`config.mk`:
```
export PLATFORM = sky130hd
export DESIGN_NAME = mob_scheduler
export DESIGN_NICKNAME = d
export VERILOG_FILES = /design/src/rtl/mob_scheduler.sv
export SDC_FILE = /design/constraint.sdc
export NUM_CORES = 1
export LEC_CHECK = 0
export ABC_AREA = 1
export BUFFER_PORTS_ARGS = -buffer_cell sky130_fd_sc_hd__buf_2
export CORE_MARGIN = 2
export CORE_UTILIZATION = 30
export CTS_BUF_LIST = sky130_fd_sc_hd__clkbuf_8
export DETAILED_ROUTE_END_ITERATION = 7
export PLACE_DENSITY = 0.49
export SLEW_MARGIN = 20
export SYNTH_ARGS = -nofsm -noshare
export SYNTH_HDL_FRONTEND = slang
export SYNTH_SLANG_ARGS = --single-unit
```
`constraint.sdc`:
```
create_clock -name Clk -period 2.6 [get_ports Clk]
set_input_delay 0.39 -clock Clk [delete_from_list [all_inputs] [get_ports Clk]]
set_output_delay 0.39 -clock Clk [all_outputs]
set_load 0.01 [all_outputs]
```
`src/rtl/mob_scheduler.sv`:
```
// Mob-map write scheduler: one map op per clock chosen from the periodic animation scan,
// shot kills, sight wakes and spawn probes. Owns the tick timer, spawn cap and score.
module mob_scheduler #(
    parameter int unsigned TICK_PERIOD  = 30000000,
    parameter int unsigned CELLS        = 256,
    parameter logic [7:0]  SPAWN_STRIDE = 8'd73,
    parameter logic [3:0]  BASE_MOBS    = 4'd3,
    parameter logic [3:0]  MAX_MOBS     = 4'd7
) (
    input  logic       Clk,
    input  logic       Reset,
    input  logic       alive,
    input  logic       shoot_req,
    input  logic [7:0] shoot_idx,
    input  logic       seen_req,
    input  logic [7:0] seen_idx,
    input  logic       kill_hit,
    input  logic       spawn_free,
    output logic [7:0] chk_idx,
    output logic [7:0] spawn_idx,
    output logic       op_valid,
    output logic [2:0] op_code,
    output logic [7:0] op_idx,
    output logic       scanning,
    output logic [3:0] mob_cnt,
    output logic [3:0] mob_cap,
    output logic [6:0] score
);

    localparam int unsigned    TW        = (TICK_PERIOD > 2) ? $clog2(TICK_PERIOD) : 1;
    localparam logic [TW-1:0]  TICK_LAST = TW'(TICK_PERIOD - 1);
    localparam logic [7:0]     SCAN_LAST = 8'(CELLS - 1);

    localparam logic [2:0] OP_NONE  = 3'd0;
    localparam logic [2:0] OP_STEP  = 3'd1;
    localparam logic [2:0] OP_KILL  = 3'd2;
    localparam logic [2:0] OP_WAKE  = 3'd3;
    localparam logic [2:0] OP_SPAWN = 3'd4;

    typedef enum logic [1:0] {IDLE, RUN, SCAN} state_t;

    state_t        state;
    logic [TW-1:0] tick_cnt;
    logic [7:0]    scan_idx;
    logic          pend_valid;
    logic [7:0]    pend_idx;

    logic          kill_fire;
    logic          wake_fire;
    logic          spawn_fire;
    logic [4:0]    cap_sum;
    logic [6:0]    score_inc;

    // A shot caught during the scan is parked here and served ahead of any fresh shot.
    assign chk_idx  = pend_valid ? pend_idx : shoot_idx;
    assign scanning = (state == SCAN);

    assign kill_fire  = (pend_valid | shoot_req) & kill_hit;
    assign wake_fire  = ~kill_fire & seen_req;
    assign spawn_fire = ~kill_fire & ~seen_req & spawn_free & (mob_cnt < mob_cap);
    assign score_inc  = (score >= 7'd99) ? 7'd99 : score + 7'd1;

    always_comb begin
        cap_sum = {1'b0, BASE_MOBS} + {2'b00, score[6:4]};
        mob_cap = (cap_sum > {1'b0, MAX_MOBS}) ? MAX_MOBS : cap_sum[3:0];
    end

    always_ff @(posedge Clk) begin
        if (Reset) begin
            state      <= IDLE;
            tick_cnt   <= '0;
            scan_idx   <= '0;
            spawn_idx  <= '0;
            pend_valid <= 1'b0;
            pend_idx   <= '0;
            op_valid   <= 1'b0;
            op_code    <= OP_NONE;
            op_idx     <= '0;
            mob_cnt    <= '0;
            score      <= '0;
        end else begin
            case (state)
                IDLE: begin
                    op_valid <= 1'b0;
                    op_code  <= OP_NONE;
                    if (alive) state <= RUN;
                end
                RUN: begin
                    if (!alive) begin
                        state      <= IDLE;
                        scan_idx   <= '0;
                        pend_valid <= 1'b0;
                        op_valid   <= 1'b0;
                        op_code    <= OP_NONE;
                    end else begin
                        if (tick_cnt == TICK_LAST) begin
                            tick_cnt <= '0;
                            scan_idx <= '0;
                            state    <= SCAN;
                        end else begin
                            tick_cnt <= tick_cnt + 1'b1;
                        end
                        // Any parked shot gets exactly one chance, hit or miss.
                        pend_valid <= 1'b0;
                        if (!wake_fire) spawn_idx <= spawn_idx + SPAWN_STRIDE;
                        if (kill_fire) begin
                            op_valid <= 1'b1;
                            op_code  <= OP_KILL;
                            op_idx   <= chk_idx;
                            mob_cnt  <= (mob_cnt != 4'd0) ? mob_cnt - 4'd1 : 4'd0;
                            score    <= score_inc;
                        end else if (wake_fire) begin
                            op_valid <= 1'b1;
                            op_code  <= OP_WAKE;
                            op_idx   <= seen_idx;
                        end else if (spawn_fire) begin
                            op_valid <= 1'b1;
                            op_code  <= OP_SPAWN;
                            op_idx   <= spawn_idx;
                            mob_cnt  <= mob_cnt + 4'd1;
                        end else begin
                            op_valid <= 1'b0;
                            op_code  <= OP_NONE;
                        end
                    end
                end
                SCAN: begin
                    if (!alive) begin
                        state      <= IDLE;
                        scan_idx   <= '0;
                        pend_valid <= 1'b0;
                        op_valid   <= 1'b0;
                        op_code    <= OP_NONE;
                    end else begin
                        op_valid <= 1'b1;
                        op_code  <= OP_STEP;
                        op_idx   <= scan_idx;
                        scan_idx <= scan_idx + 8'd1;
                        if (scan_idx == SCAN_LAST) state <= RUN;
                        if (shoot_req && !pend_valid) begin
                            pend_valid <= 1'b1;
                            pend_idx   <= shoot_idx;
                        end
                    end
                end
                default: state <= IDLE;
            endcase
        end
    end

endmodule

```
; ---- After elaboration in Yosys (flattened, before gate mapping)
; Index checks and enable logic that the tools add are counted.
; W data, S select, Z words.
[word_totals]
ff_bits = 75
input_bits = 23
output_inout_bits = 44
[op_classes]
n_addsub = 7
n_lt_le_gt_ge = 3
eq_ne = 12
muxes = 39
bitwise_logic = 9
reduce_logical = 16
[ops]
columns = op, n
row1 = $mux W8, 9
row2 = $pmux W8 S2, 2
row3 = $add A25 B1 Y25 const B, 1
row4 = $eq A25 B25 Y1 const B, 1
row5 = $mux W25, 1
row6 = $mux W4, 5
row7 = $mux W3, 4
row8 = $reduce_and A3 Y1, 4
row9 = $mux W2, 5
row10 = $pmux W3 S3, 1
row11 = $add A8 B1 Y8 const B, 1
row12 = $add A8 B7 Y8 const B, 1
row13 = $eq A8 B8 Y1 const B, 1
row14 = $mux W1, 8
row15 = $ne A2 B2 Y1 const B, 4
row16 = $reduce_and A4 Y1, 2
row17 = $add A7 B1 Y7 const B, 1
row18 = $ge A7 B7 Y1 const B, 1
row19 = $mux W7, 1
row20 = $ne A3 B2 Y1 const B, 2
row21 = $pmux W2 S3, 1
row22 = $reduce_and A2 Y1, 3
row23 = $and A1 B1 Y1, 5
row24 = $add A2 B3 Y4 const A, 1
row25 = 18 further kinds, 21

; ---- Depth between registers and ports, before layout
; Gate-level depths: netlist (run 1).
[logic_depth]
word_depth = 11
ltp_mapped = 15
depth_no_buf = 15

; ---- Worst setup path after synthesis (run 1)
; OpenSTA, ideal clock, no wires.
[synth_path]
path_type = flip-flop to flip-flop
from = register score[4]
to = register op_idx[2]
arrival_ps = 2035
slack_ps = 450
path_stages_with_launch = 15
path_buffers = 1
path_cell_list = dfxtp_1 inv_1 ha_1 a21oi_1 inv_1 ha_1 nand2_1 nand3b_1 nor2_2 nand2_1 nand2_2 buf_4 nand3_1 nand2_1 nor2_1
[synth_via]
elab_chain_cells = 7
[synth_rtl]
columns = element, line_no
row1 = from (decl), 27  ; output logic [6:0] score
row2 = from (signal assigned), 111  ; score <= score_inc;
row3 = $add A2 B3 Y4 *, 64  ; cap_sum = {1'b0, BASE_MOBS} + {2'b00, score[6:4]};
row4 = $gt A4 B3 Y1, 65  ; mob_cap = (cap_sum > {1'b0, MAX_MOBS}) ? MAX_MOBS : cap_sum[3:0];
row5 = $mux W4 *, 65
row6 = net mob_cap[2], 26  ; output logic [3:0] mob_cap,
row7 = $lt A4 B4 Y1 *, 60  ; assign spawn_fire = ~kill_fire & ~seen_req & spawn_free & (mob_cnt < mob_cap);
row8 = $and A1 B1 Y1 *, 60
row9 = $ne A4 B4 Y1 (no source line) *, n/a
row10 = $reduce_and A4 Y1 (no source line) *, n/a
row11 = to (signal assigned), 109  ; op_idx <= chk_idx;
row12 = to (signal assigned), 115  ; op_idx <= seen_idx;
row13 = to (signal assigned), 119  ; op_idx <= spawn_idx;
row14 = to (decl), 23  ; output logic [7:0] op_idx,
; Mark *: on every way through the listed nets, which the timed path passes. The rest lies on a longest branch.
; A chain may end at the register's enable or synchronous reset.

; ---- Worst setup path after layout (run 1)
[layout_path]
from = register score[4]
to = register op_idx[4]
[layout_via]
elab_chain_cells = 7
[layout_rtl]
columns = element, line_no
row1 = $add A2 B3 Y4 *, 64
row2 = $gt A4 B3 Y1, 65
row3 = $mux W4 *, 65
row4 = $lt A4 B4 Y1 *, 60
row5 = $and A1 B1 Y1 *, 60
row6 = $ne A4 B4 Y1 (no source line) *, n/a
row7 = $reduce_and A4 Y1 (no source line) *, n/a
; Mark *: on every way between the ends. The rest lies on a longest branch, timed or not.

==> results of run 1 <==
==> sequential cells by signal (all words and copies together), names as in the netlist <==
register,cells
op_idx,8
spawn_idx,8
op_code,3
mob_cnt,4
tick_cnt,25
state,2
score,7
pend_idx,8
scan_idx,8
pend_valid,1
op_valid,1
==> worst register-to-register path, cell delays in order (launching register included) <==
cell and delay [ps]:
dfxtp_1 450, inv_1 130, ha_1 230, a21oi_1 200
inv_1 60, ha_1 170, nand2_1 50, nand3b_1 80
nor2_2 130, nand2_1 130, nand2_2 220, nand2_1 150
nand2_1 80, nand2_1 50, nor2_1 100
==> cells by family (layout without fill, tap and decap cells) <==
kind of cell | after synthesis | after routing | synth area share
DFF | 75 | 75 | 0.326
adders and majority gates | 17 | 17 | 0.0462
xor gates and xnor gates | 16 | 16 | 0.0304
other | 2 | 2 | 0.00163
and+or+nand+nor | 405 | 405 | 0.401
AOI/OAI and AO/OA | 90 | 90 | 0.113
buffers and inverters | 91 | 162 | 0.0821
==> stage by stage <==
| step | util | hold WS, ps | cells | instance area [sq um] |
|---|---|---|---|---|
| 2_1_floorplan | - | 455 | 696 | 4600 |
| 3_3_place_gp | 0.340 | 456 | 940 | 5130 |
| 3_5_place_dp | 0.340 | 458 | 940 | 5130 |
| 4_1_cts | 0.353 | 277 | 955 | 5320 |
| 5_1_grt | 0.353 | 283 | 955 | 5320 |
| 6_report | 0.353 | 288 | 955 | 5320 |
==> synth_stat cells (3+ instances only) <==
| cell type | number | area (sq um) |
|---|---|---|
| nand2_4 | 3 | 33.8 |
| nand3_1 | 61 | 305 |
| nor2_2 | 5 | 31.3 |
| xor2_1 | 13 | 114 |
| o21ai_1 | 7 | 35.0 |
| dfxtp_1 | 75 | 1500 |
| nor3_1 | 10 | 50.1 |
| nand3b_1 | 3 | 22.5 |
| a31oi_1 | 3 | 18.8 |
| or2_2 | 3 | 18.8 |
| clkbuf_1 | 5 | 18.8 |
| ha_1 | 17 | 213 |
| buf_2 | 9 | 45.0 |
| a21oi_2 | 7 | 61.3 |
| inv_1 | 61 | 229 |
| inv_2 | 10 | 37.5 |
| nand2_1 | 178 | 668 |
| a21oi_1 | 38 | 190 |
| nor2_1 | 98 | 368 |
| nand4_1 | 10 | 62.6 |
| o21ai_0 | 27 | 135 |
| xnor2_1 | 3 | 26.3 |
| nor3b_1 | 4 | 30.0 |
| nor2_4 | 3 | 33.8 |
| nor4_1 | 4 | 25.0 |
| nand3_2 | 9 | 90.1 |
| o21bai_1 | 4 | 30.0 |
| nand2_2 | 8 | 50.1 |
==> power breakdown <==
group	internal (mW)	total, mW	leakage (nW)	switching [mW]
logic	0.445	1.27	1.59	0.825
clock network	0.482	0.913	0.108	0.431
registers	1.26	1.35	0.607	0.0946
total	2.18	3.53	2.30	1.35
==> how the worst max path moves through the flow <==
| stage | slack (ps) | end |
|---|---|---|
| floorplan | 450 | op_idx[2] |
| global placement | 380 | op_idx[5] |
| detailed placement | 330 | op_idx[4] |
| CTS | 290 | op_idx[5] |
| global route | 20 | op_idx[5] |
| finish | 290 | op_idx[4] |
==> metal layers <==
layer	GRT usage	vias up	share of wire
li1	-	2375	-
met5	0	-	0
met2	0.280	74	0.48
met3	0.0396	6	0.031
met1	0.187	2076	0.48
met4	0.0433	0	0.0082
==> layout make-up <==
class / count / area share
Clock buffer: 11 / 0.0284
Clock inverter: 4 / 0.00799
Inverter: 73 / 0.0517
Multi-Input combinational cell: 530 / 0.512
Sequential cell: 75 / 0.282
Tap cell: 188 / 0.0442
Timing Repair Buffer: 74 / 0.0738
==> impl_metrics.csv, run 1 <==
group,metric,value,unit
worst_hold_path,hold_start,"shoot_idx[4]",
yosys,syn_area,4600,sq um
yosys,synth_seq_area_share,0.326,
placement,portBuffers,65,
placement,hpwl,9440,um
job,max_cap_violations,0,
worst_setup_path,cp_num_buf_inv,2,
routing,routedWlPerCell,13.0,um
worst_hold_path,hold_end,"pend_idx[4]",
yosys,synth-edff-count,0,
global_route,grt_pass1_wl,20700,um
clocking,cts_resized,0,
yosys,synth_cells,696,
clocking,cts_setup_buffers,0,
sta,fin_ws,291,ps
worst_setup_path,path_delay_family,"simple AND/OR/NAND/NOR gates",
yosys,ys_seq_elements,75,
final_layout,drive_above_1_share,0.184,
outcome,status,"completed",
routing,drc,0,
power,peakVddDrop,0.320,mV
yosys,syn_area_per_cell,6.61,sq um
sta,maxSlewViolCount,0,
die,initial_core_util,0.305,
die,placementRows,45,
sta,rsz0062_at_grt,"no",
sta,fmax,433,MHz
final_layout,final.fill_count,1669,
worst_setup_path,crit_path_start_kind,"register",
global_route,grt_max_degree,37,
yosys,ys.flop_type,"dfxtp_1",
final_layout,syn_to_final_growth,15.6,%
worst_setup_path,crit_required,2900,ps
worst_setup_path,r2r_slack,290,ps
final_layout,layout_common_cells,"nand2_1, nor2_1, dfxtp_1, buf_2, inv_1",
global_route,grt_pass1_vias,4322,
clocking,clock-sinks,75,
clocking,cts-root-buf,"clkbuf_8",
die,die_height,128,um
die,fp.dieW,128,um
yosys,synth_nets,736,
worst_setup_path,r2r_cells,14,
routing,drt_iter0_markers,182,
worst_hold_path,holdCritPathClass,"in2reg",
final_layout,nNetsFinal,803,
sta,fin_crit_sh,0.888,
sta,hold_viol,0,
power,p_leak,2.30,nW
final_layout,layout_commonest_cell,"nand2_1",
yosys,synth_cell_types,42,
power,finalPower,3.53,mW
placement,post-place-ws,326,ps
final_layout,n_antenna_cell,0,
routing,viasPerCell,4.74,
routing,num_vias,4531,
worst_setup_path,end_kind,"register",
final_layout,multiInputGateArea,2720,sq um
global_route,antenna_found_initial,0,
routing,ant_nets,0,
sta,fin_skew,11.5,ps
clocking,cts_hold_buffers,0,
worst_setup_path,crit_path_start,"score[4]",
power,power_density,664,nW/um^2
worst_setup_path,crit_cells,14,
global_route,overflow,0,
sta,final-setup-viol-count,0,
clocking,cts_buffers,9,
placement,gp_congestion,0.861,
die,coreArea,15100,sq um
clocking,clk_path_buf_depth,2,
worst_setup_path,crit_path_cell_trace,"inv_1 > ha_1 > a21oi_1 > inv_1 > ha_1 > nand2_1 > nand3b_1 > nor2_2 > nand2_1 > nand2_2 > nand2_1 > nand2_1 > nand2_1 > nor2_1",
routing,wl,12400,um
routing,dr.pass1.iters,4,
final_layout,regArea,1500,sq um
clocking,clk_transition_reported_paths,80,ps
worst_setup_path,critPathMaxStageDelay,450,ps
worst_setup_path,cpMostUsedCell,"nand2_1",
sta,setup_tns,0,ps
worst_setup_path,rr_endpoint,"op_idx[4]",
worst_setup_path,crit_type,"reg2reg",
worst_setup_path,crit_slowest_cell,"dfxtp_1",
yosys,yosys_warnings,0,
die,num_io_pins,67,
sta,period_needed,2310,ps
worst_setup_path,r2r-start,"score[4]",
clocking,clk_latency,370,ps
worst_hold_path,hold_depth,3,
clocking,cts_tree,"built",
worst_setup_path,cp_max_fo,13,
worst_setup_path,cp_data_arrival_time,2610,ps
clocking,cts-htree-levels,3,
die,dieArea,16400,sq um
global_route,grt_use_total,0.157,
yosys,synth_async_sr_flop_share,0,
(Power assumes the default switching activity.)
==> run 2, diff against run 1 <==
--- a/config.mk
+++ b/config.mk
@@ -5,13 +5,13 @@
 export SDC_FILE = /design/constraint.sdc
 export NUM_CORES = 1
 export LEC_CHECK = 0
-export ABC_AREA = 1
+export ABC_AREA = 0
 export BUFFER_PORTS_ARGS = -buffer_cell sky130_fd_sc_hd__buf_2
 export CORE_MARGIN = 2
 export CORE_UTILIZATION = 30
 export CTS_BUF_LIST = sky130_fd_sc_hd__clkbuf_8
 export DETAILED_ROUTE_END_ITERATION = 7
-export PLACE_DENSITY = 0.49
+export PLACE_DENSITY = 0.5
 export SLEW_MARGIN = 20
 export SYNTH_ARGS = -nofsm -noshare
 export SYNTH_HDL_FRONTEND = slang
==> run 2 against run 1 <==
Sequential power decreased by 7%. Synthesized area shrank 14%. Clock power grew 13%. Largest power group unchanged. Count of clock-buffer cells in the layout unchanged. Clock skew about the same. Worst hold slack lost 15 ps. Core utilization increased by 1.3 points.
==> impl_metrics.csv, run 2 <==
group,metric,value,unit
yosys,synth-edff-count,0,
yosys,synth_cell_types,52,
worst_hold_path,hold_depth,3,
worst_setup_path,crit_path_cell_trace,"or4b_1 > or4_4 > o41a_2 > o21bai_2 > nor2_1",
final_layout,largest_register_ffs,25,
yosys,synth.most_common_cell,"dfxtp_1",
die,dieArea,14200,sq um
sta,fmax,418,MHz
worst_hold_path,hold_end,"pend_idx[5]",
die,fp.dieW,119,um
routing,dr.pass1.iters,4,
global_route,grt_use_total,0.159,
clocking,cts_hold_buffers,0,
yosys,synth_async_sr_flop_share,0,
routing,num_vias,3654,
die,initial_core_util,0.303,
placement,hpwl,7610,um
global_route,overflow,0,
placement,gp_congestion,0.809,
clocking,clk_latency,360,ps
routing,viasPerCell,4.91,
global_route,grt_max_degree,28,
worst_setup_path,crit_slowest_cell,"or4_4",
routing,ant_nets,0,
yosys,yosys_warnings,0,
worst_setup_path,crit_type,"reg2reg",
worst_setup_path,cp_num_buf_inv,0,
die,placementRows,42,
clocking,clock-sinks,75,
die,coreArea,13100,sq um
yosys,synth_seq_area_share,0.378,
worst_setup_path,crit_required,2840,ps
power,power_density,582,nW/um^2
worst_setup_path,critPathMaxStageDelay,520,ps
final_layout,nNetsFinal,603,
routing,drt_iter0_markers,165,
yosys,syn_area_per_cell,8.07,sq um
sta,fin_skew,11.1,ps
final_layout,layout_commonest_cell,"dfxtp_1",
final_layout,regArea,1500,sq um
sta,hold_viol,0,
final_layout,fin_cells,744,
worst_setup_path,r2r-start,"tick_cnt[13]",
worst_setup_path,end_kind,"register",
global_route,grt_pass1_wl,18200,um
routing,wl,10500,um
final_layout,syn_to_final_growth,20.5,%
yosys,synth_nets,532,
yosys,ys.flop_type,"dfxtp_1",
routing,routedWlPerCell,14.0,um
clocking,cts_tree,"built",
power,peakVddDrop,0.225,mV
final_layout,final.fill_count,1397,
die,die_height,119,um
sta,rsz0062_at_grt,"no",
final_layout,layout_common_cells,"dfxtp_1, nor2_1, buf_2, nand2_1, a21oi_1",
sta,fin_crit_sh,0.920,
outcome,status,"completed",
global_route,grt_pass1_vias,3621,
worst_setup_path,cp_data_arrival_time,2640,ps
clocking,clk_path_buf_depth,2,
global_route,antenna_found_initial,0,
worst_setup_path,path_delay_family,"simple AND/OR/NAND/NOR gates",
clocking,clk_transition_reported_paths,80,ps
yosys,netlist.area_leader.share,0.378,
sta,setup_tns,0,ps
placement,dp.cells,728,
sta,period_needed,2390,ps
final_layout,top_register,"tick_cnt",
yosys,synth_cells,492,
worst_setup_path,crit_path_start_kind,"register",
worst_setup_path,r2r_slack,210,ps
worst_setup_path,crit_path_start,"tick_cnt[13]",
worst_hold_path,holdCritPathClass,"in2reg",
sta,maxSlewViolCount,0,
worst_setup_path,r2r_cells,5,
clocking,cts_setup_buffers,0,
final_layout,drive_above_1_share,0.201,
placement,portBuffers,65,
yosys,syn_area,3970,sq um
die,num_io_pins,67,
final_layout,multiInputGateArea,2320,sq um
yosys,synthTopCellsByCount,"dfxtp_1, nor2_1, nand2_1",
clocking,cts-root-buf,"clkbuf_8",
yosys,ys_seq_elements,75,
routing,drc,0,
yosys,synth_area_leaders,"dfxtp_1, nor2_1, xor2_1",
job,max_cap_violations,0,
clocking,cts-htree-levels,3,
worst_hold_path,hold_start,"shoot_idx[5]",
worst_setup_path,rr_endpoint,"scan_idx[7]",
final_layout,n_antenna_cell,0,
worst_setup_path,cp_max_fo,8,
sta,final-setup-viol-count,0,
clocking,cts_buffers,9,
power,p_leak,1.93,nW
yosys,yosys.area.top_type,"dfxtp_1",
-- run 2: cell count changes after synthesis, sizes merged, moves of 8 or more --
cell,before,now
clkbuf,5,15
nand2,189,52
mux2i,0,10
xor2,13,25
o21ai,36,20
nand3,71,21
mux2,0,8
nor2,106,73
inv,71,15
a211oi,1,18
-- run 2: logic make-up (layout without fill, tap and decap cells) --
family | Yosys count | count (layout) | share of synthesized area
AOI/OAI and AO/OA | 102 | 102 | 0.160
xor gates and xnor gates | 33 | 33 | 0.0728
adders and majority gates | 17 | 17 | 0.0536
buffers and inverters | 37 | 113 | 0.0366
DFF | 75 | 75 | 0.378
muxes | 18 | 18 | 0.0479
other | 2 | 2 | 0.00189
and+or+nand+nor | 208 | 208 | 0.249
-- run 2: worst max-delay path by stage --
stage	to	slack, ps	cells after the start
2_1_floorplan	op_idx[6]	0.7	12
3_3_place_gp	scan_idx[4]	210	5
3_5_place_dp	scan_idx[3]	190	5
4_1_cts	scan_idx[7]	180	5
5_1_grt	mob_cnt[0]	10	12
6_report	scan_idx[7]	210	5
-- run 2: repair_timing --
item / in CTS / in global routing
gates resized for setup: 0 / 1
hold endpoints to repair: 0 / 0
setup endpoints to repair: 0 / 1
-- run 2: cell type report --
class / instances / area share
Clock inverter: 5 / 0.0160
Multi-Input combinational cell: 380 / 0.486
Tap cell: 176 / 0.0460
Timing Repair Buffer: 82 / 0.0947
Clock buffer: 11 / 0.0317
Sequential cell: 75 / 0.314
Inverter: 15 / 0.0118
-- run 2: worst reg2reg max path, delay by kind of cell (launching register included) --
family,cells,cell delay (ps)
and+or+nand+nor,3,1120
AOI/OAI and AO/OA,2,810
DFF,1,350
-- run 2: stage by stage --
stage | power, mW | setup slack (ps) | hold WS [ps] | instance area (sq um) | utilization
6_report | 2.78 | 209 | 273 | 4780 | 0.365
5_1_grt | 2.94 | 13.0 | 262 | 4780 | 0.365
4_1_cts | 2.82 | 181 | 263 | 4780 | 0.365
3_5_place_dp | 1.78 | 195 | 446 | 4550 | 0.348
3_3_place_gp | 1.77 | 209 | 439 | 4550 | 0.348
2_1_floorplan | 1.60 | 0.742 | 433 | 3970 | -
-- run 2: report_power, final --
part	switching [mW]	leakage, nW	internal (mW)
clock	0.445	0.117	0.588
sequential	0.0499	0.606	1.21
combinational	0.293	1.21	0.200
total	0.788	1.93	1.99
-- run 2: metal layers --
layer | GRT usage | vias up | wire [um]
li1 | - | 1859 | -
met1 | 0.205 | 1707 | 4880
met2 | 0.257 | 77 | 4890
met3 | 0.0455 | 11 | 518
met4 | 0.0454 | 0 | 161
met5 | 0 | - | 0
==> run 3, diff against run 2 <==
--- a/config.mk
+++ b/config.mk
@@ -11,7 +11,9 @@
 export CORE_UTILIZATION = 30
 export CTS_BUF_LIST = sky130_fd_sc_hd__clkbuf_8
 export DETAILED_ROUTE_END_ITERATION = 7
+export HOLD_SLACK_MARGIN = 0.03
 export PLACE_DENSITY = 0.5
+export REMOVE_ABC_BUFFERS = 1
 export SLEW_MARGIN = 20
 export SYNTH_ARGS = -nofsm -noshare
 export SYNTH_HDL_FRONTEND = slang
==> run 3 against run 2 <==
Via count shrank 0.90%. Register-to-register slack hardly changed. Clock power rose by 13%. Cell count did not move. Non-clock buffer count stayed put. Total power is 4.3% higher. Global-route usage is 1.2 points lower. Wire length fell by 3.9%. Sequential power hardly changed. Final area up 0.68%. Critical endpoint is now scan_idx[0]. Largest power group unchanged.
==> impl_metrics.csv, run 3 (synthesis results as in run 2) <==
group,metric,value,unit
die,coreArea,13100,sq um
clocking,cts_setup_buffers,0,
worst_setup_path,rr_endpoint,"scan_idx[0]",
sta,worst_pin_slew,514,ps
worst_hold_path,hold_depth,3,
final_layout,nNetsFinal,603,
worst_setup_path,end_kind,"register",
routing,drc,0,
worst_setup_path,r2r_slack,200,ps
clocking,cts-root-buf,"clkbuf_8",
outcome,status,"completed",
job,max_cap_violations,0,
sta,hold_viol,0,
routing,ant_nets,0,
worst_setup_path,crit_type,"reg2reg",
clocking,cts_hold_buffers,0,
global_route,grt_use_total,0.146,
global_route,antenna_found_initial,0,
sta,period_needed,2400,ps
sta,rsz0062_at_grt,"no",
sta,final-setup-viol-count,0,
worst_setup_path,r2r_cells,5,
die,fp.dieW,119,um
global_route,grt_max_degree,24,
clocking,clk_path_buf_depth,2,
die,initial_core_util,0.303,
power,peakVddDrop,0.199,mV
die,placementRows,42,
worst_setup_path,cp_data_arrival_time,2630,ps
power,power_density,602,nW/um^2
final_layout,top_register,"tick_cnt",
sta,fin_skew,11.3,ps
global_route,grt_pass1_vias,3352,
sta,holdWs,282,ps
routing,viasPerCell,4.87,
sta,slew_headroom,0.657,
worst_setup_path,crit_required,2830,ps
die,dieArea,14200,sq um
worst_hold_path,holdCritPathClass,"in2reg",
global_route,grt_pass1_wl,16800,um
worst_setup_path,crit_path_start,"tick_cnt[13]",
clocking,cts_resized,0,
placement,hpwl,7550,um
placement,portBuffers,65,
clocking,cts_buffers,9,
clocking,clk_latency,350,ps
clocking,clock-sinks,75,
routing,num_vias,3621,
clocking,cts_tree,"built",
global_route,overflow,0,
routing,drt_iter0_markers,207,
final_layout,fin_util,0.368,
worst_setup_path,cp_max_fo,8,
power,finalPower,2.90,mW
sta,maxSlewViolCount,0,
worst_setup_path,crit_path_start_kind,"register",
final_layout,largest_register_ffs,25,
die,num_io_pins,67,
sta,fmax,417,MHz
final_layout,syn_to_final_growth,21.3,%
worst_setup_path,r2r-start,"tick_cnt[13]",
clocking,clk_transition_reported_paths,80,ps
worst_setup_path,endpoint,"scan_idx[0]",
final_layout,layout_common_cells,"dfxtp_1, nor2_1, buf_2, nand2_1, a21oi_1",
die,die_height,119,um
sta,fin_crit_sh,0.923,
final_layout,layout_commonest_cell,"dfxtp_1",
final_layout,final.fill_count,1400,
power,p_leak,1.94,nW
final_layout,drive_above_1_share,0.202,
placement,gp_congestion,0.801,
routing,routedWlPerCell,13.5,um
final_layout,n_antenna_cell,0,
routing,wl,10000,um
clocking,cts-htree-levels,3,
routing,dr.pass1.iters,4,
## run 3: worst min path at each step
stage,slack [ps],to,from
final,280,pend_idx[3],shoot_idx[3]
after global routing,260,pend_idx[7],shoot_idx[7]
after CTS,260,pend_idx[4],shoot_idx[4]
after detailed placement,450,pend_idx[2],pend_idx[2]
after global placement,440,pend_idx[7],pend_idx[7]
after floorplan,430,pend_idx[0],pend_idx[0]
## run 3: per-stage QoR
stage,instance area [sq um],setup slack [ps],setup TNS [ps],std cells
floorplan,3880,-46.3,-371,470
global placement,4550,228,0,728
detailed placement,4550,203,0,728
CTS,4810,186,0,744
global route,4810,22.6,0,744
finish,4810,199,0,744
## run 3: power breakdown
group | internal, mW | leakage [nW] | switching (mW)
Combinational | 0.199 | 1.21 | 0.287
Clock | 0.715 | 0.133 | 0.442
Sequential | 1.21 | 0.606 | 0.0525
## run 3: area by class of cell
type	instances	area, sq um	area share
inverters	15	56.3	0.0117
well taps	176	220	0.0457
clock buffers	12	165	0.0343
repair buffers	82	453	0.0941
flip-flops and latches	75	1500	0.312
clock inverters	4	95.1	0.0198
multi-input cells	380	2320	0.483
## run 3: worst max-delay path, cell delays in order, from the launching register on
cell	delay (ps)
dfxtp_1	360
or4b_1	500
or4_4	530
o41a_2	490
o21bai_2	310
nor2_1	90
## run 3: metal layers
layer / vias up / track usage / wire length, um
met5: - / 0 / 0
met2: 52 / 0.233 / 4620
met3: 11 / 0.0321 / 371
met1: 1694 / 0.197 / 4930
li1: 1864 / - / -
met4: 0 / 0.0469 / 116
